===== src/rtl/light_display_driver.sv =====
// Lamp decode, iterative double-dabble BCD conversion and two-digit 7-segment scan.
// Optional build macro YELLOW_BLINK_EN makes the yellow lamp blink while the phase is OFF.
module light_display_driver #(
    parameter int SCAN_DIV  = 1000,
    parameter int BLINK_DIV = 500
) (
    input  logic        clk,
    input  logic        reset,
    input  logic [1:0]  phase,
    input  logic [31:0] count,
    output logic [3:0]  lamp,
    output logic [7:0]  seg,
    output logic [1:0]  an,
    output logic        busy
);

    // state | meaning
    // IDLE  | display stable, waiting for {phase,count} to change
    // LOAD  | latch saturated operand, clear BCD scratch
    // SHIFT | seven add-3/shift iterations
    // DONE  | publish scratch to the tens/units display regs
    typedef enum logic [1:0] {IDLE, LOAD, SHIFT, DONE} state_t;

    localparam int SW = (SCAN_DIV > 1) ? $clog2(SCAN_DIV) : 1;
    localparam logic [SW-1:0] SCAN_LAST = SW'(SCAN_DIV - 1);

    if (SCAN_DIV < 2 || BLINK_DIV < 2) begin : g_bad_param
        $error("SCAN_DIV and BLINK_DIV must both be >= 2");
    end

    state_t      state, state_nx;
    logic [1:0]  ph_q;
    logic [31:0] cnt_q;
    logic        change;
    logic [6:0]  operand;
    logic [6:0]  bin_sr;
    logic [7:0]  bcd_sr, bcd_adj;
    logic [2:0]  iter;
    logic [3:0]  tens, units;
    logic [SW-1:0] scan_cnt;
    logic        scan_sel;
    logic        out_en;
    logic        yellow;

    assign change  = {phase, count} != {ph_q, cnt_q};
    assign operand = (cnt_q > 32'd99) ? 7'd99 : cnt_q[6:0];
    assign bcd_adj = {(bcd_sr[7:4] >= 4'd5) ? bcd_sr[7:4] + 4'd3 : bcd_sr[7:4],
                      (bcd_sr[3:0] >= 4'd5) ? bcd_sr[3:0] + 4'd3 : bcd_sr[3:0]};

    always_ff @(posedge clk or posedge reset) begin
        if (reset) begin
            ph_q   <= 2'b00;
            cnt_q  <= 32'd0;
            out_en <= 1'b0;
            state  <= IDLE;
        end else begin
            ph_q   <= phase;
            cnt_q  <= count;
            out_en <= 1'b1;
            state  <= state_nx;
        end
    end

    always_comb begin
        state_nx = state;
        case (state)
            IDLE:    if (change) state_nx = LOAD;
            LOAD:    state_nx = change ? LOAD : SHIFT;
            SHIFT: begin
                if (change)             state_nx = LOAD;
                else if (iter == 3'd6)  state_nx = DONE;
            end
            DONE:    state_nx = change ? LOAD : IDLE;
            default: state_nx = IDLE;
        endcase
    end

    always_ff @(posedge clk or posedge reset) begin
        if (reset) begin
            bin_sr <= 7'd0;
            bcd_sr <= 8'd0;
            iter   <= 3'd0;
            tens   <= 4'd0;
            units  <= 4'd0;
            busy   <= 1'b0;
        end else begin
            case (state)
                LOAD: begin
                    bin_sr <= operand;
                    bcd_sr <= 8'd0;
                    iter   <= 3'd0;
                    busy   <= 1'b1;
                end
                SHIFT: begin
                    {bcd_sr, bin_sr} <= {bcd_adj, bin_sr} << 1;
                    iter             <= iter + 3'd1;
                end
                DONE: begin
                    tens  <= bcd_sr[7:4];
                    units <= bcd_sr[3:0];
                    busy  <= 1'b0;
                end
                default: ;
            endcase
        end
    end

    always_ff @(posedge clk or posedge reset) begin
        if (reset) begin
            scan_cnt <= '0;
            scan_sel <= 1'b0;
        end else if (scan_cnt == SCAN_LAST) begin
            scan_cnt <= '0;
            scan_sel <= ~scan_sel;
        end else begin
            scan_cnt <= scan_cnt + 1'b1;
        end
    end

`ifdef YELLOW_BLINK_EN
    localparam int BW = $clog2(BLINK_DIV);
    localparam logic [BW-1:0] BLINK_LAST = BW'(BLINK_DIV - 1);
    logic [BW-1:0] blink_cnt;
    logic          blink_on;

    always_ff @(posedge clk or posedge reset) begin
        if (reset) begin
            blink_cnt <= '0;
            blink_on  <= 1'b1;
        end else if (ph_q != 2'b00) begin
            blink_cnt <= '0;
            blink_on  <= 1'b1;
        end else if (blink_cnt == BLINK_LAST) begin
            blink_cnt <= '0;
            blink_on  <= ~blink_on;
        end else begin
            blink_cnt <= blink_cnt + 1'b1;
        end
    end

    assign yellow = blink_on;
`else
    assign yellow = 1'b1;
`endif

    function automatic logic [6:0] seg7(input logic [3:0] d);
        case (d)
            4'd0:    seg7 = 7'b1000000;
            4'd1:    seg7 = 7'b1111001;
            4'd2:    seg7 = 7'b0100100;
            4'd3:    seg7 = 7'b0110000;
            4'd4:    seg7 = 7'b0011001;
            4'd5:    seg7 = 7'b0010010;
            4'd6:    seg7 = 7'b0000010;
            4'd7:    seg7 = 7'b1111000;
            4'd8:    seg7 = 7'b0000000;
            4'd9:    seg7 = 7'b0010000;
            default: seg7 = 7'b1111111;
        endcase
    endfunction

    // out_en keeps lamps and display dark until the first clock after reset
    always_comb begin
        an  = 2'b11;
        seg = 8'hFF;
        if (out_en) begin
            if (scan_sel) begin
                an  = 2'b01;
                seg = (tens == 4'd0) ? 8'hFF : {1'b1, seg7(tens)};
            end else begin
                an  = 2'b10;
                seg = {1'b1, seg7(units)};
            end
        end
    end

    always_comb begin
        lamp = 4'b0000;
        if (out_en) begin
            case (ph_q)
                2'b01:   lamp = 4'b0001;
                2'b10:   lamp = 4'b0010;
                2'b11:   lamp = 4'b0100;
                default: lamp = {yellow, 3'b000};
            endcase
        end
    end

endmodule


===== config.mk =====
export PLATFORM = sky130hd
export DESIGN_NAME = light_display_driver
export DESIGN_NICKNAME = d
export VERILOG_FILES = /design/src/rtl/light_display_driver.sv
export SDC_FILE = /design/constraint.sdc
export NUM_CORES = 1
export LEC_CHECK = 0
export ABC_CLOCK_PERIOD_IN_PS = 3150
export BUFFER_PORTS_ARGS = -buffer_cell sky130_fd_sc_hd__buf_2
export CAP_MARGIN = 0
export CORE_AREA = 2 2 83 85
export CTS_CLUSTER_DIAMETER = 200
export CTS_CLUSTER_SIZE = 28
export DETAILED_ROUTE_END_ITERATION = 8
export DIE_AREA = 0 0 85 87
export MAX_ROUTING_LAYER = met4
export PLACE_DENSITY = 0.81
export SLEW_MARGIN = 20
export SYNTH_ARGS = -nofsm -noshare
export SYNTH_HDL_FRONTEND = slang
export SYNTH_SLANG_ARGS = --single-unit

===== constraint.sdc =====
create_clock -name clk -period 3.15 [get_ports clk]
set_input_delay 0 -clock clk [delete_from_list [all_inputs] [get_ports clk]]
set_output_delay 0 -clock clk [all_outputs]
set_load 0.005 [all_outputs]

== Word-level counts from Yosys, hierarchy flattened ==
Memory sizes are Yosys's and may differ from the RTL's.
Cells that the tools add are included.

* Equal/unequal tests: 11
* Bitwise logic cells: 1
* $lt $le $gt $ge: 3
* Add/subtract/negate cells: 4
* Muxes and demuxes: 21
* Reductions and logical operators: 5

{| class="wikitable"
|+ Operators by type and width
! operator !! count
|-
| 34-bit != test || 1
|-
| 32-bit by 7-bit greater-than comparator with 1-bit output (second input constant) || 1
|-
| 7-bit 2-to-1 mux || 4
|-
| 8-bit one-hot mux with 2 select lines || 1
|-
| 7-bit one-hot mux with 2 select lines || 1
|-
| 2-bit 2-to-1 mux || 6
|-
| 4-bit one-hot mux with 3 select lines || 1
|-
| 10-bit by 1-bit adder with 10-bit output (second input constant) || 1
|-
| 10-bit == test (second input constant) || 1
|-
| 10-bit 2-to-1 mux || 1
|-
| 2-bit == test (second input constant) || 4
|-
| 4-bit by 3-bit >= comparator with 1-bit output (second input constant) || 2
|-
| 4-bit 2-to-1 mux || 2
|-
| 2-bit one-hot mux with 4 select lines || 1
|-
| 3-bit one-hot mux with 2 select lines || 1
|-
| 4-bit by 2-bit adder with 4-bit output (second input constant) || 1
|-
| 2-bit by 1-bit == test with 1-bit output (second input constant) || 2
|-
| 4-bit zero test || 1
|-
| 2-bit nonzero test || 2
|-
| 3-bit by 1-bit adder with 3-bit output (second input constant) || 1
|-
| 3-bit by 2-bit adder with 3-bit output (second input constant) || 1
|-
| 3-bit == test (second input constant) || 1
|-
| 3-bit 2-to-1 mux || 1
|-
| 3-bit != test (second input constant) || 1
|-
| other kinds (6) || 6
|}

* Output and inout port bits: 15
* Memory bits (read-only): 224
* Input bits: 36
* Register bits after elaboration: 75
* Word-level logic and storage cells: 59
* Memories kept: 2

{| class="wikitable"
|+ Memory list
! name !! depth !! bits a word !! read ports !! clocked after Yosys merged registers in !! wr ports !! line !! source
|-
| (name not given) || 16 || 7 || 1 || 0 || 0 || 147 || <nowiki>case (d)</nowiki>
|-
| (name not given) || 16 || 7 || 1 || 0 || 0 || 147 ||
|}

== Logic depth before layout (Yosys ltp) ==
Gate-level depths: netlist of run 1.

* Word-level depth: 4
* Depth in mapped cells: 7
* Depth with buffers taken out: 7

== Worst setup path after synthesis of run 1 ==
OpenSTA, ideal clock, no wires.

* Path type: reg-to-reg
* Start point: reg state[0]
* End point: reg bin_sr[5]
* Data required time: 3016 ps
* Slack: 1553 ps
* Arrival time: 1463 ps
* Library setup time: 134 ps
* Buffers on the path: 2
* Period minus slack after synthesis: 1597 ps
* Cell stages (with the launch flop): 8
* Cells stage by stage: dfrtp_1 inv_1 ha_1 clkbuf_1 clkbuf_1 inv_1 o21ai_0 o22ai_1

* Word-level cells in the longest chain between the ends: 2
* Elaborated cells on any way between the ends: 4
* Classes of those cells: 2 x eq/ne; 1 x mux; 1 x reduce/logical

{| class="wikitable"
|+ RTL lines
! element !! line !! source
|-
| from (decl) || 31 || <nowiki>state_t state, state_nx;</nowiki>
|-
| from (signal assigned) || 60 || <nowiki>state <= state_nx;</nowiki>
|-
| 2-bit == test or 2-bit by 1-bit == test with 1-bit output (tied branches) || 87 || <nowiki>case (state)</nowiki>
|-
| 7-bit one-hot mux with 2 select lines or 2-bit nonzero test (tied branches) || n/a ||
|-
| to (signal assigned) || 89 || <nowiki>bin_sr <= operand;</nowiki>
|-
| to (signal assigned) || 95 || <nowiki>{bcd_sr, bin_sr} <= {bcd_adj, bin_sr} << 1;</nowiki>
|-
| to (decl) || 36 || <nowiki>logic [6:0] bin_sr;</nowiki>
|}

Parallel ways exist; a longest one is shown, timed or not.
A chain may end at the register's enable or synchronous reset.

== Worst setup path in the final report of run 1 ==
* Start point: reg state[0]
* End point: reg state[0]

* Word-level cells in the longest chain between the ends: 3
* Elaborated cells on any way between the ends: 8
* Classes of those cells: 5 x eq/ne; 1 x mux; 2 x reduce/logical

{| class="wikitable"
|+ RTL lines
! element !! line !! source
|-
| 2-bit == test or 2-bit zero test (tied branches) || 66 || <nowiki>case (state)</nowiki>
|-
| 3-bit != test (no source line) or 2-bit != test (tied branches) || n/a ||
|-
| 2-bit AND reduction (no source line) || n/a ||
|}

Parallel ways exist; a longest one is shown, timed or not.

==> impl_metrics.json, run 1 <==
{
  "drtPass1Iterations": 4,
  "crit_buf_inv": 1,
  "utilization": 0.702,
  "die_w_um": 85,
  "cts_setup_buffers": 0,
  "start_util": 0.574,
  "worstSetupEndpoint": "state[0]",
  "finClkSkew_ps": 12.2,
  "place_congestion": 0.826,
  "routed_via_density": 5.43,
  "worst_pin_slew_ps": 737,
  "swShare": 0.256,
  "antennaDiodeCount": 0,
  "pwr-share-clk": 0.373,
  "clk_latency_ps": 360,
  "path_clk_slew_ps": 80,
  "clock_tree.htree_level_count": 3,
  "die-height_um": 87,
  "cts_resized": 0,
  "path_depth": 5,
  "coreArea_um2": 6570,
  "combPwrFrac": 0.081,
  "crit_type": "reg -> reg",
  "crit_path_frequent_cell": "a21oi_1",
  "cts.sinks": 75,
  "cp-end-kind": "register",
  "rsz0062_at_grt": "no",
  "r2r-start": "state[0]",
  "dpl.hpwl_um": 5390,
  "async_flop_share": 1.00,
  "synth.distinct_cells": 41,
  "antenna_found_initial": 0,
  "wire_per_inst_um": 15.4,
  "drc": 0,
  "pin_count": 51,
  "cp_cell_sequence": "inv_1, ha_1, a21oi_1, o41ai_1, a21oi_1",
  "critical-path-max-stage-delay_ps": 530,
  "critPathSlowestCell": "ha_1",
  "tns_ps": 0,
  "max-slew-margin-rel": 0.509,
  "syn_avg_cell_area_um2": 10.3,
  "r2r_cells": 5,
  "r2r_slack_ps": 1140,
  "cp.required_ps": 3380,
  "grtUsageTotal": 0.249,
  "synth_edf_count": 0,
  "grt_pass1_vias": 3003,
  "min_period_ps": 2010,
  "drive_above_1_share": 0.175,
  "grt_pass1_wl_um": 13700,
  "place.port_buffers": 49,
  "irDropWorstVdd_v": 0.000356,
  "netlist_instances": 367,
  "whs_ps": 132,
  "maxCapViolCount": 0,
  "nets": 509,
  "post-route-period-util": 0.638,
  "worstHoldPathType": "in -> async",
  "cts_root_buffer": "clkbuf_8",
  "design.die.area_um2": 7400,
  "cts_tree": "yes",
  "switching_power_uw": 472,
  "fmax_mhz": 498,
  "worstSetupStartpoint": "state[0]",
  "fp-row-count": 30,
  "grt.overflow.total": 0,
  "p_leak_nw": 2.08,
  "synth-seq-cells": 75,
  "slew_viol_final": 0,
  "cp-start-kind": "register",
  "clk_path_buf_depth": 2,
  "detail-route-antenna-nets": 0,
  "cpLargestDelayFamily": "compound AO/OA/AOI/OAI gates",
  "seq_power_share": 0.546,
  "cp.arrival_ps": 2240,
  "synth_sequential_area_ratio": 0.498,
  "finalHoldViolCount": 0,
  "area_growth_pct": 22.3,
  "status": "finished clean",
  "dp.cells": 485,
  "setup_violations": 0,
  "routed_wl_um": 8260,
  "synthFlopType": "dfrtp_1",
  "syn_area_um2": 3770,
  "critPathMaxFanout": 17,
  "finalNonFillerCells": 536,
  "holdBufCountCts": 35,
  "power_density_nw_per_um2": 400,
  "yosys_warnings": 0,
  "reg2reg_to": "state[0]",
  "cts_buffers": 9,
  "intPower_mw": 1.37,
  "grt_max_degree": 37,
  "drt_iter0_drc": 110,
  "vias": 2909
}
power by group through the flow:
stage | Clock, mW | Combinational, mW | Sequential [mW]
after floorplan | 0 | 0.0591 | 1.02
after global placement | 0 | 0.107 | 1.02
after detailed placement | 0 | 0.110 | 1.02
after CTS | 0.697 | 0.144 | 1.01
after global routing | 0.742 | 0.163 | 1.01
final | 0.688 | 0.149 | 1.01
cell families after synthesis:
| kind of cell | after synthesis | synth area share |
|---|---|---|
| adders and majority gates | 22 | 0.0730 |
| buffers and inverters | 39 | 0.0401 |
| muxes | 11 | 0.0319 |
| and+or+nand+nor | 116 | 0.159 |
| AOI/OAI and AO/OA | 58 | 0.0932 |
| DFF | 75 | 0.498 |
| other | 1 | 0.000994 |
| xor gates and xnor gates | 45 | 0.105 |
stage by stage:
stage	setup WS (ps)	total power, mW	instance area, um2
floorplan	1240	1.08	3770
global placement	1310	1.13	4080
detailed placement	1160	1.14	4080
CTS	1160	1.85	4610
global route	998	1.92	4610
finish	1140	1.85	4610
cell type report:
type | count | area [um2]
clock buffer | 10 | 138
clock inverter | 6 | 47.5
fill | 464 | 1960
inverter | 25 | 93.8
multi-input combinational | 254 | 1750
sequential | 75 | 1880
tap | 80 | 100
timing repair buffer | 86 | 611
worst register-to-register path, cell delays in order, from the launching register on:
cell,delay [ps]
dfrtp_1,420
inv_1,140
ha_1,530
a21oi_1,240
o41ai_1,440
a21oi_1,120
Yosys cell counts (2+ instances only):
cell / n / share of area
xor2_1: 38 / 0.088
nand4_1: 5 / 0.0083
nand2b_1: 4 / 0.0066
nor2_1: 34 / 0.034
nor3_1: 3 / 0.0040
a31oi_1: 4 / 0.0066
nor4_1: 15 / 0.025
a21oi_1: 16 / 0.021
o21ai_0: 17 / 0.023
o22ai_1: 7 / 0.012
dfrtp_1: 75 / 0.50
o22a_1: 3 / 0.0070
mux2_2: 8 / 0.024
nand2_1: 23 / 0.023
o211ai_1: 3 / 0.0060
nand3_1: 11 / 0.015
nor3b_1: 4 / 0.0080
inv_1: 25 / 0.025
ha_1: 22 / 0.073
a32oi_1: 2 / 0.0046
nand3b_1: 3 / 0.0060
nor2b_1: 4 / 0.0066
clkbuf_1: 12 / 0.012
and3_1: 4 / 0.0066
xnor2_1: 7 / 0.016
mux2i_1: 3 / 0.0080
sequential cells by signal, indices dropped and copies added (netlist names):
register	count
cnt_q	32
scan_cnt	10
bcd_sr	8
bin_sr	7
tens	4
units	4
iter	3
ph_q	2
state	2
busy	1
out_en	1
scan_sel	1
how the worst min path moves through the flow:
stage	to	depth (start not counted)	from	slack, ps
2_1_floorplan	cnt_q[0]	0	count[0]	30
3_3_place_gp	cnt_q[0]	2	reset	-40
3_5_place_dp	cnt_q[21]	2	reset	-40
4_1_cts	cnt_q[10]	3	reset	140
5_1_grt	cnt_q[28]	3	reset	150
6_report	cnt_q[10]	3	reset	130
layout by cell type (no fill, tap or decap), drive strengths merged, types with 4 or more instances in the layout:
| master | n |
|---|---|
| dfrtp | 75 |
| buf | 51 |
| xor2 | 38 |
| dlygate4sd3 | 35 |
| nor2 | 34 |
| inv | 27 |
| nand2 | 23 |
| ha | 22 |
| o21ai | 17 |
| a21oi | 16 |
| nor4 | 16 |
| nand3 | 11 |
| clkbuf | 10 |
| mux2 | 8 |
| o22ai | 7 |
| xnor2 | 7 |
| nand4 | 5 |
| nor3 | 5 |
| a31oi | 4 |
| and3 | 4 |
| nor2b | 4 |
| nand2b | 4 |
| nor3b | 4 |
| clkinvlp | 4 |
layer usage:
metal,vias to the layer above,track usage,routed length (um)
li1,1431,-,-
met1,1389,0.278,3400
met2,61,0.431,4350
met3,28,0.0474,235
met4,0,0.121,280
met5,-,-,0
Power figures use the tool's default switching activity.
==> inputs of run 2 (changes only) <==
--- a/config.mk
+++ b/config.mk
@@ -5,16 +5,16 @@
 export SDC_FILE = /design/constraint.sdc
 export NUM_CORES = 1
 export LEC_CHECK = 0
-export ABC_CLOCK_PERIOD_IN_PS = 3150
+export ABC_CLOCK_PERIOD_IN_PS = 1700
 export BUFFER_PORTS_ARGS = -buffer_cell sky130_fd_sc_hd__buf_2
 export CAP_MARGIN = 0
-export CORE_AREA = 2 2 83 85
+export CORE_AREA = 2 2 89 91
 export CTS_CLUSTER_DIAMETER = 200
 export CTS_CLUSTER_SIZE = 28
 export DETAILED_ROUTE_END_ITERATION = 8
-export DIE_AREA = 0 0 85 87
+export DIE_AREA = 0 0 91 93
 export MAX_ROUTING_LAYER = met4
-export PLACE_DENSITY = 0.81
+export PLACE_DENSITY = 0.74
 export SLEW_MARGIN = 20
 export SYNTH_ARGS = -nofsm -noshare
 export SYNTH_HDL_FRONTEND = slang
==> constraint.sdc (replaced) <==
create_clock -name clk -period 1.7 [get_ports clk]
set_input_delay 0 -clock clk [delete_from_list [all_inputs] [get_ports clk]]
set_output_delay 0 -clock clk [all_outputs]
set_load 0.005 [all_outputs]
==> impl_metrics.json, run 2 (synthesis gave the netlist of run 1 again) <==
{
  "area_growth_pct": 33.0,
  "cp-end-kind": "register",
  "drive_above_1_share": 0.296,
  "final_common_cell": "dfrtp_1",
  "cts_tree": "yes",
  "n_fill_cell": 576,
  "max-slew-margin-rel": 0.665,
  "worstSetupStartpoint": "cnt_q[31]",
  "reg.largest.list": "cnt_q x32, scan_cnt x10, bcd_sr x8",
  "r2r-start": "cnt_q[31]",
  "finClkSkew_ps": 13.8,
  "place.port_buffers": 49,
  "largest_reg_flops": 32,
  "cts.sinks": 75,
  "fmax_mhz": 540,
  "start_util": 0.501,
  "power_density_nw_per_um2": 680,
  "cp.arrival_ps": 2080,
  "reg2reg_to": "bin_sr[1]",
  "antenna_found_initial": 0,
  "pin_count": 51,
  "switching_power_uw": 902,
  "final_cell_mix": "72 x dfrtp_1, 49 x buf_2, 38 x xor2_1",
  "nets": 527,
  "status": "complete, but fails checks",
  "met2_usage": 0.385,
  "crit_type": "reg -> reg",
  "grt_max_degree": 76,
  "finish.instance_area_um2": 5010,
  "setup_ws_ps": -152,
  "grtUsageTotal": 0.219,
  "rsz0062_at_grt": "yes",
  "routed_wl_um": 9360,
  "intPower_mw": 2.51,
  "clk_path_buf_depth": 2,
  "busiest_layer": "met2",
  "antennaDiodeCount": 0,
  "post-route-period-util": 1.09,
  "use_met1": 0.256,
  "critPathSlowestCell": "dfrtp_1",
  "irDropWorstVdd_v": 0.000627,
  "crit_buf_inv": 0,
  "seq_power_share": 0.550,
  "slew_viol_final": 0,
  "critical-path-max-stage-delay_ps": 430,
  "pwr-share-clk": 0.355,
  "design.die.area_um2": 8460,
  "drc": 0,
  "drtPass1Iterations": 4,
  "power_mw": 3.41,
  "swShare": 0.264,
  "cp.required_ps": 1930,
  "clk_latency_ps": 350,
  "critPathMaxFanout": 7,
  "violations": "negative setup slack",
  "tns_ps": -431,
  "detail-route-antenna-nets": 0,
  "clock_tree.htree_level_count": 3,
  "fp-row-count": 32,
  "worstHoldPathType": "in -> async",
  "r2r_slack_ps": -150,
  "grt_pass1_wl_um": 14300,
  "drt_iter0_drc": 145,
  "die_w_um": 91,
  "worst_pin_slew_ps": 500,
  "setup_violations": 6,
  "vias": 3053,
  "whs_ps": 281,
  "cts_root_buffer": "clkbuf_8",
  "coreArea_um2": 7530,
  "path_clk_slew_ps": 90,
  "r2r_cells": 5,
  "placed_cell_area_um2": 4170,
  "cpLargestDelayFamily": "simple AND/OR/NAND/NOR gates",
  "dpl.hpwl_um": 5380,
  "cp_cell_sequence": "nor4_4, nand3_2, nor3_4, a32oi_1, mux2_2",
  "finalHoldViolCount": 0,
  "combPwrFrac": 0.095,
  "wire_per_inst_um": 16.3,
  "min_period_ps": 1850,
  "grt.overflow.total": 0,
  "top_register": "cnt_q",
  "cp-start-kind": "register",
  "place_congestion": 0.828,
  "globalRouteMet3Util": 0.0274,
  "routed_via_density": 5.31,
  "p_leak_nw": 2.22,
  "die-height_um": 93,
  "cts_buffers": 9,
  "maxCapViolCount": 0,
  "dpl_worst_slack_ps": -47.6,
  "grt_pass1_vias": 3137
}
run 2: worst max-delay path by stage:
stage	endpoint	cells past startpoint	slack, ps
after CTS	seg[3]	7	-60
after detailed placement	bin_sr[6]	5	-50
final	bin_sr[1]	5	-150
after floorplan	bin_sr[5]	7	100
after global placement	bin_sr[6]	5	10
after global routing	bin_sr[1]	5	-200
run 2: area by class of cell:
type                            instances  area [um2]  area share
Timing Repair Buffer                  104         762       0.152
Clock inverter                          6        42.5     0.00848
Clock buffer                            9         124      0.0247
Tap cell                              102         128      0.0254
Sequential cell                        75        1880       0.375
Inverter                               25        97.6      0.0195
Multi-Input combinational cell        254        1980       0.395
run 2: timing repair:
| action | CTS | global route |
|---|---|---|
| hold endpoints to repair | 109 | 0 |
| setup buffers | 7 | 4 |
| pin swaps | 6 | 22 |
| gates resized for setup | 13 | 41 |
| endpoints found under the setup margin | 10 | 25 |
| hold buffers | 35 | 0 |
run 2: per-stage QoR:
step                      utilization  cells
after detailed placement        0.555    514
after global routing            0.666    575
after global placement          0.555    514
final                           0.666    575
after CTS                       0.636    571
after floorplan                     -    368
run 2: power by group through the flow:
stage | Combinational (mW) | Clock (mW) | Sequential, mW
after floorplan | 0.110 | 0 | 1.89
after global placement | 0.216 | 0 | 1.89
after detailed placement | 0.219 | 0 | 1.90
after CTS | 0.283 | 1.22 | 1.86
after global routing | 0.350 | 1.32 | 1.88
final | 0.324 | 1.21 | 1.87
run 2: per-layer routing:
metal / wire length, um / part of all wire
met5: 0 / 0
met3: 309 / 0.033
met4: 249 / 0.027
met2: 4960 / 0.53
met1: 3840 / 0.41
run 2: worst reg2reg max path, cell delays in order, from the launching register on:
cell and delay (ps):
dfrtp_1 430, nor4_4 380, nand3_2 140, nor3_4 320, a32oi_1 170, mux2_2 300
==> inputs of run 3 (changes only) <==
--- a/config.mk
+++ b/config.mk
@@ -5,6 +5,7 @@
 export SDC_FILE = /design/constraint.sdc
 export NUM_CORES = 1
 export LEC_CHECK = 0
+export ABC_AREA = 0
 export ABC_CLOCK_PERIOD_IN_PS = 1700
 export BUFFER_PORTS_ARGS = -buffer_cell sky130_fd_sc_hd__buf_2
 export CAP_MARGIN = 0
@@ -15,6 +16,7 @@
 export DIE_AREA = 0 0 91 93
 export MAX_ROUTING_LAYER = met4
 export PLACE_DENSITY = 0.74
+export SKIP_LAST_GASP = 1
 export SLEW_MARGIN = 20
 export SYNTH_ARGS = -nofsm -noshare
 export SYNTH_HDL_FRONTEND = slang
==> impl_metrics.json, run 3 (synthesis gave the netlist of run 1 again) <==
{
  "routed_via_density": 5.26,
  "clk_latency_ps": 350,
  "drt_iter0_drc": 87,
  "clock_tree.htree_level_count": 3,
  "finish.instance_area_um2": 4990,
  "r2r-start": "cnt_q[4]",
  "fmax_mhz": 533,
  "cp-end-kind": "register",
  "status": "complete, but fails checks",
  "power_mw": 3.39,
  "min_period_ps": 1880,
  "p_leak_nw": 2.21,
  "cp.arrival_ps": 2110,
  "nets": 527,
  "final_common_cell": "dfrtp_1",
  "routed_wl_um": 9030,
  "antennaDiodeCount": 0,
  "reg2reg_to": "bin_sr[1]",
  "dpl.hpwl_um": 5380,
  "cpLargestDelayFamily": "compound AO/OA/AOI/OAI gates",
  "place.port_buffers": 49,
  "reg.largest.list": "cnt_q x32, scan_cnt x10, bcd_sr x8",
  "grt.overflow.total": 0,
  "placed_cell_area_um2": 4170,
  "rsz0062_at_grt": "yes",
  "die-height_um": 93,
  "grt_pass1_vias": 3137,
  "finClkSkew_ps": 10.3,
  "r2r_slack_ps": -180,
  "power_density_nw_per_um2": 680,
  "r2r_cells": 5,
  "design.die.area_um2": 8460,
  "seq_area_um2": 1880,
  "largest_reg_flops": 32,
  "die_w_um": 91,
  "cts.sinks": 75,
  "pin_count": 51,
  "critPathMaxFanout": 7,
  "top_register": "cnt_q",
  "setup_ws_ps": -176,
  "cp_cell_sequence": "o311ai_2, nand3_2, nor3_4, a32oi_1, mux2_2",
  "cts_buffers": 9,
  "drive_above_1_share": 0.288,
  "antenna_found_initial": 0,
  "grt_max_degree": 76,
  "grt_pass1_wl_um": 14300,
  "maxCapViolCount": 0,
  "critical-path-max-stage-delay_ps": 440,
  "cp.required_ps": 1930,
  "worstHoldPathType": "in -> async",
  "crit_type": "reg -> reg",
  "start_util": 0.501,
  "wire_per_inst_um": 15.7,
  "multi_input_area_um2": 1960,
  "cp-start-kind": "register",
  "vias": 3022,
  "critPathSlowestCell": "dfrtp_1",
  "cts_tree": "yes",
  "clk_path_buf_depth": 2,
  "utilization": 0.662,
  "fp-row-count": 32,
  "grtUsageTotal": 0.219,
  "slew_viol_final": 0,
  "post-route-period-util": 1.10,
  "area_growth_pct": 32.2,
  "irDropWorstVdd_v": 0.000584,
  "place_congestion": 0.828,
  "final_cell_mix": "72 x dfrtp_1, 49 x buf_2, 38 x xor2_1",
  "drc": 0,
  "detail-route-antenna-nets": 0,
  "path_clk_slew_ps": 90,
  "coreArea_um2": 7530,
  "drtPass1Iterations": 4,
  "tns_ps": -561,
  "setup_violations": 7,
  "crit_buf_inv": 0,
  "finalHoldViolCount": 0,
  "cts_root_buffer": "clkbuf_8",
  "n_fill_cell": 584,
  "violations": "negative setup slack"
}
==> run 3: cell counts in the layout (fill, tap and decap cells not counted) <==
Identical to the previous run, type by type.
==> run 3: how the worst max path moves through the flow <==
stage                     depth (start not counted)         to      start
after global placement                            5  bin_sr[6]  cnt_q[20]
after CTS                                         7     seg[3]    tens[1]
after floorplan                                   7  bin_sr[5]   state[0]
after global routing                              5  bin_sr[6]   cnt_q[4]
after detailed placement                          5  bin_sr[6]  cnt_q[20]
final                                             5  bin_sr[1]   cnt_q[4]
==> run 3: metal layers <==
| layer | vias up | routed length (um) | track usage |
|---|---|---|---|
| met5 | - | 0 | - |
| met4 | 0 | 259 | 0.0922 |
| met3 | 24 | 277 | 0.0274 |
| met2 | 75 | 4740 | 0.385 |
| met1 | 1464 | 3750 | 0.256 |
| li1 | 1459 | - | - |
==> run 3: timing repair <==
item | CTS | global route
resized for setup | 13 | 35
hold buffers | 35 | 0
buffers inserted | 7 | 4
pin swaps | 6 | 20
setup endpoints to repair | 10 | 25
hold endpoints to repair | 109 | 0
==> run 3: power breakdown <==
group	internal [mW]	switching, mW
combinational	0.159	0.155
sequential	1.82	0.0469
clock	0.524	0.681
==> run 3: metrics by stage <==
step | worst slack (ps) | hold WS (ps) | std cells
3_5_place_dp | -47.6 | 134 | 514
6_report | -176 | 284 | 575
4_1_cts | -55.7 | 300 | 571
2_1_floorplan | 103 | 31.4 | 368
3_3_place_gp | 12.2 | 132 | 514
5_1_grt | -210 | 305 | 575
==> run 3: worst reg2reg max path: stages, from the launching register on <==
cell	delay [ps]
dfrtp_1	440
o311ai_2	390
nand3_2	140
nor3_4	330
a32oi_1	170
mux2_2	290
==> run 3: cell type report <==
class | instances | area share
flip-flops and latches | 75 | 0.377
inverters | 25 | 0.0196
multi-input cells | 254 | 0.392
repair buffers | 104 | 0.152
clock inverters | 6 | 0.00853
clock buffers | 9 | 0.0248
well taps | 102 | 0.0256
